## src/rtl/uart_baud_pkg.sv

```systemverilog
// Shared constants and elaboration helpers for the fractional UART baud generator.
package uart_baud_pkg;

    localparam int DEF_CNT_WIDTH  = 13;
    localparam int DEF_FRAC_BITS  = 3;
    localparam int DEF_OVERSAMPLE = 16;

    function automatic int tick_index_width(input int oversample);
        return $clog2(oversample);
    endfunction

    // The phase counter relies on natural binary wrap, so only powers of two are legal.
    function automatic bit oversample_legal(input int oversample);
        return (oversample == 4) || (oversample == 8) || (oversample == 16);
    endfunction

endpackage

```

## src/rtl/uart_frac_baud_gen_if.sv

```systemverilog
// Control/status bundle between the UART core (master) and the baud generator (slave).
interface uart_frac_baud_gen_if
    import uart_baud_pkg::*;
#(
    parameter int CNT_WIDTH  = DEF_CNT_WIDTH,
    parameter int FRAC_BITS  = DEF_FRAC_BITS,
    parameter int OVERSAMPLE = DEF_OVERSAMPLE
) ();

    localparam int IDX_WIDTH = tick_index_width(OVERSAMPLE);

    logic                 ENABLE;
    logic [CNT_WIDTH-1:0] BAUD_VAL;
    logic [FRAC_BITS-1:0] BAUD_VAL_FRACTION;
    logic                 BAUD_RELOAD;
    logic                 BAUD_TICK;
    logic                 XMIT_PULSE;
    logic [IDX_WIDTH-1:0] TICK_INDEX;

    modport master (
        output ENABLE, BAUD_VAL, BAUD_VAL_FRACTION, BAUD_RELOAD,
        input  BAUD_TICK, XMIT_PULSE, TICK_INDEX
    );

    modport slave (
        input  ENABLE, BAUD_VAL, BAUD_VAL_FRACTION, BAUD_RELOAD,
        output BAUD_TICK, XMIT_PULSE, TICK_INDEX
    );

endinterface

```

## src/rtl/uart_baud_frac_acc.sv

```systemverilog
// First-order fraction accumulator: adds the numerator on every step and reports the
// wrap as a carry that stretches the current tick period by one cycle.
module uart_baud_frac_acc
    import uart_baud_pkg::*;
#(
    parameter int FRAC_BITS = DEF_FRAC_BITS
) (
    input  logic                 CLK,
    input  logic                 RESET,
    input  logic                 clear,
    input  logic                 step,
    input  logic [FRAC_BITS-1:0] frac,
    output logic                 carry
);

    logic [FRAC_BITS-1:0] acc;
    logic [FRAC_BITS:0]   sum;

    // Carry is combinational so the counter reload in the same cycle can include it.
    always_comb begin
        sum = {1'b0, acc} + {1'b0, frac};
    end

    assign carry = sum[FRAC_BITS];

    // NOTE: state registers use non-blocking assignments so every flop samples pre-edge values.
    always_ff @(posedge CLK) begin
        if (RESET || clear) begin
            acc <= '0;
        end else if (step) begin
            acc <= sum[FRAC_BITS-1:0];
        end
    end

endmodule

```

## src/rtl/uart_frac_baud_gen.sv

```systemverilog
// Fractional baud-rate generator: oversample tick every BAUD_VAL+1(+carry) cycles and a
// bit pulse on every OVERSAMPLE-th tick, with enable, restart and tick-phase output.
module uart_frac_baud_gen
    import uart_baud_pkg::*;
#(
    parameter int CNT_WIDTH  = DEF_CNT_WIDTH,
    parameter int FRAC_BITS  = DEF_FRAC_BITS,
    parameter int OVERSAMPLE = DEF_OVERSAMPLE,
    parameter bit FRAC_EN    = 1'b1
) (
    input logic             CLK,
    input logic             RESET,
    uart_frac_baud_gen_if.slave bus
);

    localparam int                   IDX_WIDTH = tick_index_width(OVERSAMPLE);
    localparam logic [IDX_WIDTH-1:0] LAST_SUB  = IDX_WIDTH'(OVERSAMPLE - 1);
    localparam logic [IDX_WIDTH-1:0] SUB_ONE   = IDX_WIDTH'(1);
    localparam logic [CNT_WIDTH:0]   CNT_ONE   = (CNT_WIDTH + 1)'(1);

    if (!oversample_legal(OVERSAMPLE)) begin : g_bad_oversample
        $error("uart_frac_baud_gen: OVERSAMPLE must be 4, 8 or 16");
    end

    // One spare counter bit so BAUD_VAL all-ones plus a carry cannot wrap.
    logic [CNT_WIDTH:0]   cnt;
    logic [IDX_WIDTH-1:0] sub;
    logic                 tick_evt;
    logic                 carry;
    logic                 baud_tick_q;
    logic                 xmit_pulse_q;
    logic [IDX_WIDTH-1:0] tick_index_q;

    always_comb begin
        tick_evt = bus.ENABLE && (cnt == '0) && !bus.BAUD_RELOAD;
    end

    if (FRAC_EN) begin : g_frac
        uart_baud_frac_acc #(
            .FRAC_BITS(FRAC_BITS)
        ) u_frac_acc (
            .CLK   (CLK),
            .RESET (RESET),
            .clear (bus.BAUD_RELOAD),
            .step  (tick_evt),
            .frac  (bus.BAUD_VAL_FRACTION),
            .carry (carry)
        );
    end else begin : g_no_frac
        logic unused_frac;
        assign unused_frac = ^bus.BAUD_VAL_FRACTION;
        assign carry       = 1'b0;
    end

    always_ff @(posedge CLK) begin
        if (RESET) begin
            cnt          <= '0;
            sub          <= '0;
            baud_tick_q  <= 1'b0;
            xmit_pulse_q <= 1'b0;
            tick_index_q <= '0;
        end else begin
            baud_tick_q  <= tick_evt;
            xmit_pulse_q <= tick_evt && (sub == LAST_SUB);
            tick_index_q <= tick_evt ? sub : '0;

            // Reload outranks enable; BAUD_VAL is only sampled here or on a tick.
            if (bus.BAUD_RELOAD) begin
                cnt <= {1'b0, bus.BAUD_VAL};
                sub <= '0;
            end else if (tick_evt) begin
                cnt <= {1'b0, bus.BAUD_VAL} + {{CNT_WIDTH{1'b0}}, carry};
                sub <= sub + SUB_ONE;
            end else if (bus.ENABLE && (cnt != '0)) begin
                cnt <= cnt - CNT_ONE;
            end
        end
    end

    assign bus.BAUD_TICK  = baud_tick_q;
    assign bus.XMIT_PULSE = xmit_pulse_q;
    assign bus.TICK_INDEX = tick_index_q;

endmodule

```

## src/flat_wrapper.sv

```systemverilog
// flat-port wrapper written by rule: the top's interface ports become plain ports
module uart_frac_baud_gen_flat import uart_baud_pkg::*;
#(
    parameter int CNT_WIDTH  = DEF_CNT_WIDTH,
    parameter int FRAC_BITS  = DEF_FRAC_BITS,
    parameter int OVERSAMPLE = DEF_OVERSAMPLE,
    parameter bit FRAC_EN    = 1'b1
)
  (CLK, RESET, bus_ENABLE, bus_BAUD_VAL, bus_BAUD_VAL_FRACTION, bus_BAUD_RELOAD, bus_BAUD_TICK, bus_XMIT_PULSE, bus_TICK_INDEX);
  uart_frac_baud_gen_if #(.CNT_WIDTH(CNT_WIDTH), .FRAC_BITS(FRAC_BITS), .OVERSAMPLE(OVERSAMPLE)) bus_i ();
  input logic CLK;
  input logic RESET;
  input wire logic [$bits(bus_i.ENABLE)-1:0] bus_ENABLE;
  input wire logic [$bits(bus_i.BAUD_VAL)-1:0] bus_BAUD_VAL;
  input wire logic [$bits(bus_i.BAUD_VAL_FRACTION)-1:0] bus_BAUD_VAL_FRACTION;
  input wire logic [$bits(bus_i.BAUD_RELOAD)-1:0] bus_BAUD_RELOAD;
  output wire logic [$bits(bus_i.BAUD_TICK)-1:0] bus_BAUD_TICK;
  output wire logic [$bits(bus_i.XMIT_PULSE)-1:0] bus_XMIT_PULSE;
  output wire logic [$bits(bus_i.TICK_INDEX)-1:0] bus_TICK_INDEX;
  assign bus_i.ENABLE = bus_ENABLE;
  assign bus_i.BAUD_VAL = bus_BAUD_VAL;
  assign bus_i.BAUD_VAL_FRACTION = bus_BAUD_VAL_FRACTION;
  assign bus_i.BAUD_RELOAD = bus_BAUD_RELOAD;
  assign bus_BAUD_TICK = bus_i.BAUD_TICK;
  assign bus_XMIT_PULSE = bus_i.XMIT_PULSE;
  assign bus_TICK_INDEX = bus_i.TICK_INDEX;
  uart_frac_baud_gen #(.CNT_WIDTH(CNT_WIDTH), .FRAC_BITS(FRAC_BITS), .OVERSAMPLE(OVERSAMPLE), .FRAC_EN(FRAC_EN)) u_core (.CLK(CLK), .RESET(RESET), .bus(bus_i));
endmodule
```

## config.mk

```make
export PLATFORM = sky130hd
export DESIGN_NAME = uart_frac_baud_gen_flat
export DESIGN_NICKNAME = d
export VERILOG_FILES = /design/src/rtl/uart_baud_pkg.sv /design/src/rtl/uart_frac_baud_gen_if.sv /design/src/rtl/uart_baud_frac_acc.sv /design/src/rtl/uart_frac_baud_gen.sv /design/src/flat_wrapper.sv
export SDC_FILE = /design/constraint.sdc
export NUM_CORES = 1
export LEC_CHECK = 0
export BUFFER_PORTS_ARGS = -buffer_cell sky130_fd_sc_hd__buf_2
export CORE_ASPECT_RATIO = 0.75
export CORE_UTILIZATION = 38
export DETAILED_ROUTE_END_ITERATION = 10
export PLACE_DENSITY = 0.66
export SLEW_MARGIN = 30
export SYNTH_ARGS = -nofsm -noshare
export SYNTH_HDL_FRONTEND = slang
export SYNTH_SLANG_ARGS = --single-unit
```

## constraint.sdc

```tcl
create_clock -name CLK -period 5.7 [get_ports CLK]
set_input_delay 0.57 -clock CLK [delete_from_list [all_inputs] [get_ports CLK]]
set_output_delay 0.57 -clock CLK [all_outputs]
set_load 0.05 [all_outputs]
```

After elaboration in Yosys (flattened, before gate mapping)
Cells that the tools add are included.
{ "word_totals": {"register_bits": 27, "latch_bits": 0, "mem_bits_rw": 0, "romBits": 0, "in_bits": 20, "output_inout_bits": 6, "wordCells": 28, "memories": 0} }
{ "op_classes": {"addsub": 4, "n_mul": 0, "div_mod_pow": 0, "n_lt_le_gt_ge": 0, "n_eq_ne": 1, "shifts": 0, "mux": 3, "bitwise": 1, "reduce_logical": 12} }
{ "op_table": {"columns": ["cell", "n"], "rows": [
  ["14-bit two-way mux", 2],
  ["13-bit by 1-bit adder with 14-bit output", 1],
  ["14-bit logical NOT", 1],
  ["14-bit nonzero test", 1],
  ["14-bit by 1-bit subtractor with 14-bit output (second input constant)", 1],
  ["13-bit two-way mux", 1],
  ["3-bit by 3-bit adder with 4-bit output", 1],
  ["4-bit by 1-bit adder with 4-bit output (second input constant)", 1],
  ["4-bit == test (second input constant)", 1],
  ["1-bit logical AND", 4],
  ["2-bit OR reduction", 2],
  ["3-bit nonzero test", 1],
  ["2-bit nonzero test", 1],
  ["1-bit logical NOT", 1],
  ["1-bit logical OR", 1],
  ["1-bit inverter", 1]
]} }

Longest topological paths before layout
Gate-level depths: netlist of run 1.
{ "depth": {"word_depth": 5, "mapped_depth": 10, "mapped_depth_nobuf": 10} }

Hierarchy
From an unflattened synthesis of run 1, not the netlist that was laid out.
{ "unflattened": {"cells_unflattened": 226, "area_unflattened_um2": 1814.2} }
{ "by_module_without_submodules": {"columns": ["mod", "instances", "cells_per_inst", "area_per_inst_um2", "seq_area_each_um2"], "rows": [
  ["uart_frac_baud_gen", 1, 206, 1611.5, 480.5],
  ["uart_baud_frac_acc", 1, 20, 202.7, 60.1]
]} }

Worst setup path after synthesis of run 1
OpenSTA, ideal clock, no wires.
{ "synth_path": {"path_type": "input to register", "from": "input port bus_BAUD_VAL_FRACTION[1]", "to": "register u_core.cnt[8]", "setup_time_ns": 0.124, "arrival_time_ns": 2.211, "t_required_ns": 5.576, "setup_slack_ns": 3.365, "cell_stages": 10, "path_buffers": 0, "path_cell_list": "ha_1 a21o_1 a21o_1 ha_1 ha_1 nand4_1 or4_1 o21ai_0 a211o_1 a31oi_1"} }
{ "synth_between": {"elab_chain_len": 4} }
{ "synth_lines": {"columns": ["item", "line_no", "source"], "rows": [
  ["start: declaration", "flat_wrapper.sv:15", "input wire logic [$bits(bus_i.BAUD_VAL_FRACTION)-1:0] bus_BAUD_VAL_FRACTION;"],
  ["3-bit by 3-bit adder with 4-bit output", "uart_baud_frac_acc.sv:21", "sum = {1'b0, acc} + {1'b0, frac};"],
  ["13-bit by 1-bit adder with 14-bit output", "uart_frac_baud_gen.sv:72", "cnt <= {1'b0, bus.BAUD_VAL} + {{CNT_WIDTH{1'b0}}, carry};"],
  ["14-bit two-way mux", "uart_frac_baud_gen.sv:71", "end else if (tick_evt) begin"],
  ["13-bit two-way mux", "uart_frac_baud_gen.sv:68", "if (bus.BAUD_RELOAD) begin"],
  ["end signal: assignment", "uart_frac_baud_gen.sv:69", "cnt <= {1'b0, bus.BAUD_VAL};"],
  ["end signal: assignment", "uart_frac_baud_gen.sv:72", null],
  ["end signal: assignment", "uart_frac_baud_gen.sv:75", "cnt <= cnt - CNT_ONE;"],
  ["end: declaration", "uart_frac_baud_gen.sv:26", "logic [CNT_WIDTH:0] cnt;"]
]} }
No other way between the ends.
A chain may end at the register's enable or synchronous reset.

Worst setup path after layout of run 1
Ends and elaborated chain as after synthesis.

==> reports/summary.txt, run 1 <==
outcome: complete, but fails checks
failing checks: DRC
WL per Instance: 15.3 um
area of the multi-input gates: 1290 sq um
RSZ-0062 raised after global routing: no
Post-synth EDFFs: 0
Post-CTS Setup Inserts: 0
Via density: 5.65
antenna violations before repair: 0
H-tree depth: 1
hold-fix buffers at CTS: 0
Avg Inst Size Synth: 8.18 sq um
Pleak: 0.838 nW
Fin Setup TNS: 0 ps
CTS Buffer Depth: 2
sw power: 0.146 mW
Clk network pwr share: 26.5%
detailed-route via count: 1769
TritonCTS Sinks: 27
synthesis-to-layout area growth: 9.98%
DRT iter0 DRCs: 123
most area-hungry cell type in the Yosys netlist: dfxtp_1
die height: 63.7 um
cell count after synthesis: 236
Hold Crit Start: u_core.sub[3]
arrival time of the worst setup path: 2580 ps
Post-synth ARST share: 0%
storage element area: 541 sq um
P per Cell Area: 207 nW/um^2
final hold violations: 0
relative max-transition margin: 56.9%
Sw Share: 33.1%
Worst Path Max Fanout: 5
Min-Delay Path Class: reg -> reg
Final HPWL DP: 3510 um
Port Buffers: 25
worst slew pin tran: 641 ps
Logic pwr share: 25.4%
Root Buffer: clkbuf_8
layout cells sized above 1: 16.2%
vias in the first global route: 1591
PostCTS Resize Cnt: 0
TritonCTS clock tree: done
Worst Reg-to-Reg Cells: 10
first-pass GRT wire length: 7980 um
Synth top cells by count: dfxtp_1, nor2_1, a21oi_1, nand2_1, inv_1
Yosys cell types: 56
startpoint types: primary input
Yosys warnings: 0
Die W: 84.3 um
Overall Global Routing Usage: 18.7%
fillcell total: 514
RR Endpoint: u_core.cnt[8]
fin. max-slew vios: 0
clk_lat worst skew: 280 ps
syn nets: 266
Worst Hold Path Cells: 2
Top FF cell, synth: dfxtp_1
WHS Endpoint: u_core.bus.XMIT_PULSE
largest net degree at the start of global routing: 37
Final Skew: 2.52 ps
total die area: 5370 sq um
clock-pin slew on the worst setup and hold paths: 100 ps
Internal Dissipation: 0.295 mW
worst setup margin: 3290 ps
Post-Place Setup Slack: 3030 ps
synthesized area: 1930 sq um
Critical Path RT: 5870 ps
CTS buffer count: 3
fmax: 414 MHz
Core Area: 4900 sq um
reg-to-reg setup timing slack: 3330 ps
num ports: 26
Nets: 284
starting density of the core: 39.4%
Tmin final: 2410 ps
Area contributors post-synth: dfxtp_1, ha_1, nor2_1
DRT Pass-1 Iters: 7
max cap viols: 0
Residual DRC: 6
Setup-failing EPs final: 0
RD Place Congestion: 0.875
Detailed Route WL: 4800 um
ANT cells: 0
IR drop worst, VDD: 0.000117 V
post-route ant nets: 0
Synth top area share: 28.0%
reg2reg start: u_core.g_frac.u_frac_acc.acc[1]
Crit Path Class: in -> reg
Final Cycle Share: 42.3%
GRT Residual Overflow: 0
Critical Path Sink Type: register
sequential power share: 48.1%
Seq/Total Area, Yosys: 28.0%
# rows: 22
register bit total from synthesis: 27
[metal layers]
metal  vias to the layer above  wire length (um)  track usage, %
met5                         -                 0               0
li1                        883                 -               -
met2                        69              2020            28.5
met3                         2               360            4.52
met4                         0                18            2.59
met1                       815              2400            27.3
[power by group through the flow]
stage	clock [mW]	combinational (mW)	sequential (mW)
after floorplan	0	0.0841	0.212
after global placement	0	0.109	0.215
after detailed placement	0	0.109	0.216
after CTS	0.118	0.111	0.211
after global routing	0.127	0.124	0.213
final	0.117	0.112	0.212
[area by class of cell]
class | count | share of cell area, %
flip-flops and latches | 27 | 25.5
inverters | 12 | 2.12
well taps | 60 | 3.54
multi-input cells | 185 | 60.7
repair buffers | 25 | 5.89
clock buffers | 3 | 1.94
clock inverters | 1 | 0.354
[sequential cells by signal (all words and copies together) (netlist names)]
| name | flops |
|---|---|
| u_core.bus.BAUD_TICK | 1 |
| u_core.bus.TICK_INDEX | 4 |
| u_core.bus.XMIT_PULSE | 1 |
| u_core.cnt | 14 |
| u_core.g_frac.u_frac_acc.acc | 3 |
| u_core.sub | 4 |
[layout by cell type (no fill, tap or decap), types with 3 or more instances in the layout]
| cell | n |
|---|---|
| nor2_1 | 27 |
| dfxtp_1 | 27 |
| buf_2 | 25 |
| nand2_1 | 16 |
| a21oi_1 | 16 |
| inv_1 | 12 |
| xnor2_1 | 11 |
| nand3_1 | 10 |
| xor2_1 | 9 |
| ha_1 | 9 |
| nor3_1 | 7 |
| nand4_1 | 6 |
| nor3b_1 | 6 |
| and3_1 | 5 |
| o21ai_0 | 5 |
| a21o_1 | 3 |
| and4_1 | 3 |
| and2_1 | 3 |
| o21a_1 | 3 |
| or3_1 | 3 |
| a211oi_1 | 3 |
| clkbuf_8 | 3 |
[critical path, stage by stage]
cell and delay, ps:
buf_2 100, ha_1 260, a21o_1 100, a21o_1 110, ha_1 260, ha_1 210
nand4_1 180, or4_1 500, o21ai_0 90, a211o_1 140, a31oi_1 40
[cells by family (layout without fill, tap and decap cells)]
group | after synthesis | in the layout | synth area share (%)
fa+ha+maj | 10 | 10 | 6.87
xor+xnor | 20 | 20 | 9.07
simple gates | 103 | 103 | 30.8
compound gates | 49 | 49 | 18.4
buf+inv | 24 | 41 | 5.25
mux | 3 | 3 | 1.62
flops | 27 | 27 | 28.0
[through the flow]
step | cell area [sq um] | power, mW | cells | utilization [%] | hold WS (ps)
after detailed placement | 2070 | 0.325 | 309 | 42.3 | 451
after CTS | 2120 | 0.440 | 313 | 43.3 | 466
after floorplan | 1930 | 0.296 | 236 | - | 434
after global placement | 2070 | 0.324 | 309 | 42.3 | 449
final | 2120 | 0.440 | 313 | 43.3 | 464
after global routing | 2120 | 0.464 | 313 | 43.3 | 493
[how the worst max path moves through the flow]
stage                             start             to  slack, ps  cells past startpoint
2_1_floorplan  bus_BAUD_VAL_FRACTION[1]  u_core.cnt[8]       3360                     10
3_3_place_gp   bus_BAUD_VAL_FRACTION[1]  u_core.cnt[8]       3120                     11
3_5_place_dp   bus_BAUD_VAL_FRACTION[1]  u_core.cnt[8]       3030                     11
4_1_cts        bus_BAUD_VAL_FRACTION[1]  u_core.cnt[8]       3330                     11
5_1_grt        bus_BAUD_VAL_FRACTION[1]  u_core.cnt[8]       3150                     11
6_report       bus_BAUD_VAL_FRACTION[1]  u_core.cnt[8]       3290                     11
Power figures use the tool's default switching activity.
==> run 2, diff against run 1 <==
- ABC_AREA: default -> 1
- PLACE_DENSITY: 0.66 -> 0.67
- clock period: 5.7 -> 2.1 ns (I/O delays scaled with it)
==> run 2 against run 1 <==
Net effect:
- the flow now finishes without violations
- worst hold slack lost 180 ps
- combinational power grew to 3.1 times the previous value
- flip-flop and latch count is the same
- clock-buffer cell count grew 1
- clock power grew to 2.5 times the previous value
- sequential share of layout area shrank 1.9 points
- register-to-register slack lost 3200 ps
- die area grew 4.4%
- global-route usage grew 0.63 points
- synthesized area grew 4.5%
==> reports/summary.txt, run 2 <==
Core Area: 5010 sq um (+2.2%)
layout cells sized above 1: 22.0% (+5.8 points)
Placed Instances: 381 (+23%)
Nets: 344 (+21%)
Setup-failing EPs final: 0 (unchanged)
Critical Path Sink Type: register
hold-fix buffers at CTS: 0 (unchanged)
Post-CTS Setup Inserts: 0 (unchanged)
Critical Path RT: 2310 ps (-3560 ps)
WL per Instance: 13.2 um (-14%)
fillcell total: 516 (+0.39%)
Largest register FFs: 14 (unchanged)
Final Skew: 9.81 ps (+7.29 ps)
most common library cell in the layout ignoring fill and taps: nand2_1
Via density: 5.15 (-8.9%)
Final Cycle Share: 94.0%
die height: 65.1 um (+2.2%)
placed cell area: 2210 sq um (+6.6%)
Root Buffer: clkbuf_8
DRT iter0 DRCs: 126 (+2.4%)
Overall Global Routing Usage: 19.3% (+0.63 points)
syn nets: 317 (+19%)
clock-pin slew on the worst setup and hold paths: 100 ps (about the same)
Post-synth EDFFs: 0 (unchanged)
fin. max-slew vios: 0 (unchanged)
non-filler instance count after layout: 385 (+23%)
Fin Setup TNS: 0 ps (unchanged)
total die area: 5610 sq um (+4.4%)
max cap viols: 0 (unchanged)
P per Cell Area: 527 nW/um^2 (+150%)
Seq/Total Area, Yosys: 26.8% (-1.2 points)
starting density of the core: 40.3% (+0.88 points)
sequential power share: 46.4% (-1.7 points)
Crit Path Class: reg -> reg
worst slew pin tran: 995 ps (+354 ps)
cell with the most instances after synthesis: nand2_1
largest net degree at the start of global routing: 17 (-54%)
fmax: 507 MHz
Yosys cell types: 37 (-34%)
Largest Register: u_core.cnt
DRT Pass-1 Iters: 5 (-2)
PostCTS Resize Cnt: 0 (unchanged)
num ports: 26 (unchanged)
ANT cells: 0 (unchanged)
Final HPWL DP: 3880 um (+11%)
Residual DRC: 0 (-6)
arrival time of the worst setup path: 2180 ps (-400 ps)
Avg Inst Size Synth: 7.03 sq um (-14%)
post-route ant nets: 0 (unchanged)
area of the multi-input gates: 1320 sq um (+2.5%)
Sw Share: 34.3% (+1.2 points)
final non-filler cell area: 2290 sq um (+8.1%)
clk_lat worst skew: 270 ps (about the same)
outcome: finished clean
Synth top cells by count: nand2_1, inv_1, nand3_1, nor2_1, dfxtp_1
IR drop worst, VDD: 0.000213 V (+81%)
Worst Hold Path Cells: 4 (+2)
Synth top area share: 26.8% (-1.2 points)
Min-Delay Path Class: in -> reg
Port Buffers: 25 (unchanged)
Detailed Route WL: 5100 um (+6.2%)
synthesis-to-layout area growth: 13.7%
Tmin final: 1970 ps
CTS buffer count: 3 (unchanged)
H-tree depth: 1 (unchanged)
cell count after synthesis: 287 (+22%)
Post-synth ARST share: 0% (unchanged)
CTS Buffer Depth: 2 (unchanged)
storage element area: 541 sq um (unchanged)
synthesized area: 2020 sq um (+4.5%)
Clk network pwr share: 24.7% (-1.8 points)
TritonCTS Sinks: 27 (unchanged)
TritonCTS clock tree: done
RD Place Congestion: 0.869 (-0.71%)
Logic pwr share: 28.9% (+3.5 points)
Top FF cell, synth: dfxtp_1
most frequent cells in the layout: nand2_1, inv_1, nand3_1
most area-hungry cell type in the Yosys netlist: dfxtp_1
sw power: 0.414 mW (+180%)
Die W: 86.2 um (+2.2%)
vias in the first global route: 1733 (+8.9%)
# rows: 22 (unchanged)
antenna violations before repair: 0 (unchanged)
register bit total from synthesis: 27 (unchanged)
final hold violations: 0 (unchanged)
Worst Reg-to-Reg Cells: 13 (+3)
Pleak: 1.03 nW (+23%)
Internal Dissipation: 0.795 mW (+170%)
GRT Residual Overflow: 0 (unchanged)
Area contributors post-synth: dfxtp_1, nand2_1, nand3_1
startpoint types: register
Yosys warnings: 0 (unchanged)
reg-to-reg setup timing slack: 130 ps (-3200 ps)
detailed-route via count: 1982 (+12%)
Worst Path Max Fanout: 4 (-1)
final hold slack: 280 ps (-184 ps)
relative max-transition margin: 33.4% (-23 points)
first-pass GRT wire length: 8310 um (+4.1%)
## run 2: changes by cell type after synthesis, sizes merged, moves of 6 or more
| cell | previous run | this run |
|---|---|---|
| nor3 | 7 | 1 |
| nor2 | 29 | 40 |
| xnor2 | 11 | 0 |
| a22oi | 0 | 12 |
| nor3b | 8 | 0 |
| nand2 | 16 | 59 |
| nand3 | 10 | 35 |
| o21ai | 6 | 16 |
| inv | 12 | 38 |
## run 2: final timing paths
check / start / endpoint
max: u_core.g_frac.u_frac_acc.acc[2] / u_core.cnt[12]
min: bus_BAUD_VAL_FRACTION[0] / u_core.g_frac.u_frac_acc.acc[0]
max reg2reg: u_core.g_frac.u_frac_acc.acc[2] / u_core.cnt[12]
min reg2reg: u_core.sub[1] / u_core.bus.TICK_INDEX[1]
## run 2: kinds of logic (layout without fill, tap and decap cells)
group	after synthesis	after routing	synth area share (%)
AND/OR/NAND/NOR	145	145	38.1
AO/OA/AOI/OAI	53	53	15.9
XOR/XNOR	7	7	3.04
buffers and inverters	45	71	9.61
flip-flops	27	27	26.8
adder cells (fa/ha/maj)	10	10	6.57
## run 2: final cells by class
type / instances / share of cell area [%]
Multi-Input combinational cell: 215 / 57.6
Sequential cell: 27 / 23.6
Timing Repair Buffer: 29 / 6.76
Inverter: 38 / 6.22
Tap cell: 72 / 3.93
Clock buffer: 4 / 1.96
## run 2: power groups by stage
stage,Clock (mW),Combinational [mW],Sequential (mW)
2_1_floorplan,0,0.261,0.567
3_3_place_gp,0,0.342,0.572
3_5_place_dp,0,0.343,0.572
4_1_cts,0.310,0.345,0.560
5_1_grt,0.343,0.394,0.565
6_report,0.298,0.350,0.561
## run 2: per-stage QoR
step / util (%) / setup slack, ps / power (mW)
after floorplan: - / 240 / 0.828
final: 45.8 / 127 / 1.21
after global routing: 45.8 / -21.6 / 1.30
after CTS: 45.1 / 0.570 / 1.22
after detailed placement: 44.2 / 22.1 / 0.915
after global placement: 44.2 / 95.3 / 0.914
## run 2: routing by layer
| layer | vias to the layer above | global-route usage, % | part of all wire, % |
|---|---|---|---|
| li1 | 998 | - | - |
| met1 | 913 | 29.6 | 51 |
| met2 | 69 | 26.5 | 41 |
| met3 | 2 | 4.52 | 8.0 |
| met4 | 0 | 5.42 | 0.63 |
| met5 | - | 0 | 0 |
## run 2: worst max-delay path, cell delays in order (launching register included)
cell     delay, ps
dfxtp_1        350
ha_4           280
nand3_1         80
nand2_2        100
ha_4           140
ha_1           140
inv_1           60
nor2_2         150
nand2_2         90
nor2_4         160
nand3_1         90
nand3_1         70
nand3_1         60
a21oi_1        130
==> run 3, diff against run 2 <==
- ABC_AREA: 1 -> default
- CORE_UTILIZATION: 38 -> 30
- PLACE_DENSITY: 0.67 -> 0.56
- clock period: 2.1 -> 1.84 ns (I/O delays scaled with it)
==> run 3 against run 2 <==
Net effect:
- the flow now finishes with violations (setup timing)
- combinational power increased by 42%
- setup slack got worse by 440 ps
- clock-buffer cell count decreased by 1
- sequential share of layout area decreased by 2.8 points
- total power grew 26%
- critical path depth decreased by 3
- clock skew is 5.0 ps lower
- die area is 21% higher
- largest cell class unchanged
==> reports/summary.txt, run 3 (synthesis results as in run 1) <==
outcome: complete, but fails checks
failing checks: setup timing
first-pass GRT wire length: 9110 um (+9.6%)
Overall Global Routing Usage: 17.8% (-1.6 points)
CTS buffer count: 3 (unchanged)
Final HPWL DP: 4220 um (+8.9%)
Critical Path Sink Type: register
Residual DRC: 0 (unchanged)
Worst path slowest cell: or4_1
starting density of the core: 32.1% (-8.1 points)
RD Place Congestion: 0.797 (-8.3%)
hold-fix buffers at CTS: 0 (unchanged)
worst setup margin: -313 ps (-439 ps)
max cap viols: 0 (unchanged)
num ports: 26 (unchanged)
Setup-failing EPs final: 11 (+11)
die height: 71.5 um (+9.8%)
Critical Path RT: 2010 ps (-300 ps)
total die area: 6760 sq um (+21%)
delay-heaviest family, CP: simple AND/OR/NAND/NOR gates
GRT Residual Overflow: 0 (unchanged)
Logic pwr share: 32.8% (+3.9 points)
arrival time of the worst setup path: 2330 ps (+150 ps)
IR drop worst, VDD: 0.000255 V (+20%)
Die W: 94.6 um (+9.8%)
Largest Register: u_core.cnt
Critical path buffers and inverters: 0 (-1)
Nets: 325 (-5.5%)
largest net degree at the start of global routing: 36 (+19)
antenna violations before repair: 0 (unchanged)
detailed-route via count: 1926 (-2.8%)
final hold slack: 211 ps (-68.9 ps)
TritonCTS Sinks: 27 (unchanged)
DRT Pass-1 Iters: 4 (-1)
Post-Place Setup Slack: -278 ps (-300 ps)
sequential power share: 42.4% (-4.0 points)
H-tree depth: 1 (unchanged)
synthesis-to-layout area growth: 35.9%
Sw Share: 33.6% (-0.61 points)
Detailed Route WL: 5740 um (+12%)
Pleak: 1.06 nW (+3.0%)
RSZ-0062 raised after global routing: yes
clock-pin slew on the worst setup and hold paths: 110 ps (about the same)
layout cells sized above 1: 34.7% (+13 points)
most common library cell in the layout ignoring fill and taps: buf_4
post-route ant nets: 0 (unchanged)
Final Cycle Share: 117% (+23 points)
Largest register FFs: 14 (unchanged)
TritonCTS clock tree: done
vias in the first global route: 1762 (+1.7%)
fin. max-slew vios: 0 (unchanged)
Core Area: 6010 sq um (+20%)
Core Util, Final: 43.7% (-2.1 points)
clk_lat worst skew: 290 ps (+20 ps)
Internal Dissipation: 1.01 mW (+27%)
DRT iter0 DRCs: 134 (+6.3%)
crit-path most repeated cell: ha_4
Worst Path Max Fanout: 3 (-1)
Clk network pwr share: 24.8% (about the same)
fmax: 465 MHz (-8.3%)
Via density: 5.18 (+0.57%)
Root Buffer: clkbuf_8
P per Cell Area: 579 nW/um^2 (+9.9%)
Min-Delay Path Class: in -> reg
WL per Instance: 15.4 um (+16%)
worst slew pin tran: 519 ps (-476 ps)
# rows: 24 (+9.1%)
sw power: 0.511 mW (+23%)
worst-path cell chain: ha_4 > a21o_1 > a21o_1 > ha_4 > ha_4 > nand4_1 > or4_1 > o21ai_1 > a211o_1 > a31oi_1
final hold violations: 0 (unchanged)
startpoint types: register
relative max-transition margin: 64.5% (+31 points)
Tmin final: 2150 ps (+179 ps)
Port Buffers: 25 (unchanged)
most frequent cells in the layout: buf_4, nor2_1, buf_2
CTS Buffer Depth: 2 (unchanged)
Tot Pwr: 1.52 mW (+26%)
Crit Path Class: reg -> reg
ANT cells: 0 (unchanged)
crit-path max cell delay: 500 ps (+150 ps)
Final Skew: 4.81 ps (-5.00 ps)
run 3: cell count changes in the layout (fill, tap and decap cells not counted), moves of 5 or more:
cell and delta:
a22oi_1 -12, and3_1 +5, buf_4 +33, inv_1 -23
nand2_1 -38, nand3_1 -21, nor3b_1 +6, xnor2_1 +11
run 3: what timing repair did:
item,4_1_cts,5_1_grt
endpoints found under the hold margin,0,0
pin swaps,7,9
gates resized for setup,14,16
cloned,0,0
buffers inserted,3,4
endpoints found under the setup margin,17,18
run 3: worst reg2reg max path, cell delays in order (launching register included):
cell	delay, ps
dfxtp_2	350
ha_4	250
a21o_1	100
a21o_1	140
ha_4	160
ha_4	120
nand4_1	150
or4_1	500
o21ai_1	100
a211o_1	140
a31oi_1	40
run 3: final cells by class:
| cell class | count | area [sq um] |
|---|---|---|
| fillers | 602 | 3380 |
| clock buffers | 3 | 41.3 |
| repair buffers | 66 | 457 |
| clock inverters | 1 | 7.51 |
| well taps | 78 | 97.6 |
| multi-input cells | 185 | 1430 |
| flip-flops and latches | 27 | 544 |
| inverters | 12 | 45.0 |
run 3: metrics by stage:
step,instance area [sq um],setup TNS (ps),instances
after global routing,2620,-3100,372
after floorplan,1960,-367,236
after detailed placement,2390,-2380,361
after CTS,2530,-2260,368
final,2620,-1910,372
after global placement,2390,-1940,361
run 3: path summary, 6_finish.rpt:
path | startpoint | end | slack, ps | depth (start not counted)
max | u_core.g_frac.u_frac_acc.acc[1] | u_core.cnt[8] | -310 | 10
min | bus_BAUD_VAL[12] | u_core.cnt[12] | 210 | 3
min reg2reg | u_core.sub[3] | u_core.bus.XMIT_PULSE | 480 | 2
max reg2reg | u_core.g_frac.u_frac_acc.acc[1] | u_core.cnt[8] | -310 | 10
run 3: per-layer routing:
layer	vias up	part of all wire, %	GRT usage, %
met5	-	0	0
met4	0	0.70	3.20
met3	8	6.7	4.25
met2	59	41	25.7
met1	888	51	26.9
li1	971	-	-
run 3: power groups by stage:
| stage | sequential [mW] | clock (mW) | combinational, mW |
|---|---|---|---|
| final | 0.644 | 0.377 | 0.498 |
| after global routing | 0.649 | 0.408 | 0.545 |
| after global placement | 0.655 | 0 | 0.444 |
| after floorplan | 0.657 | 0 | 0.261 |
| after detailed placement | 0.656 | 0 | 0.445 |
| after CTS | 0.643 | 0.390 | 0.470 |
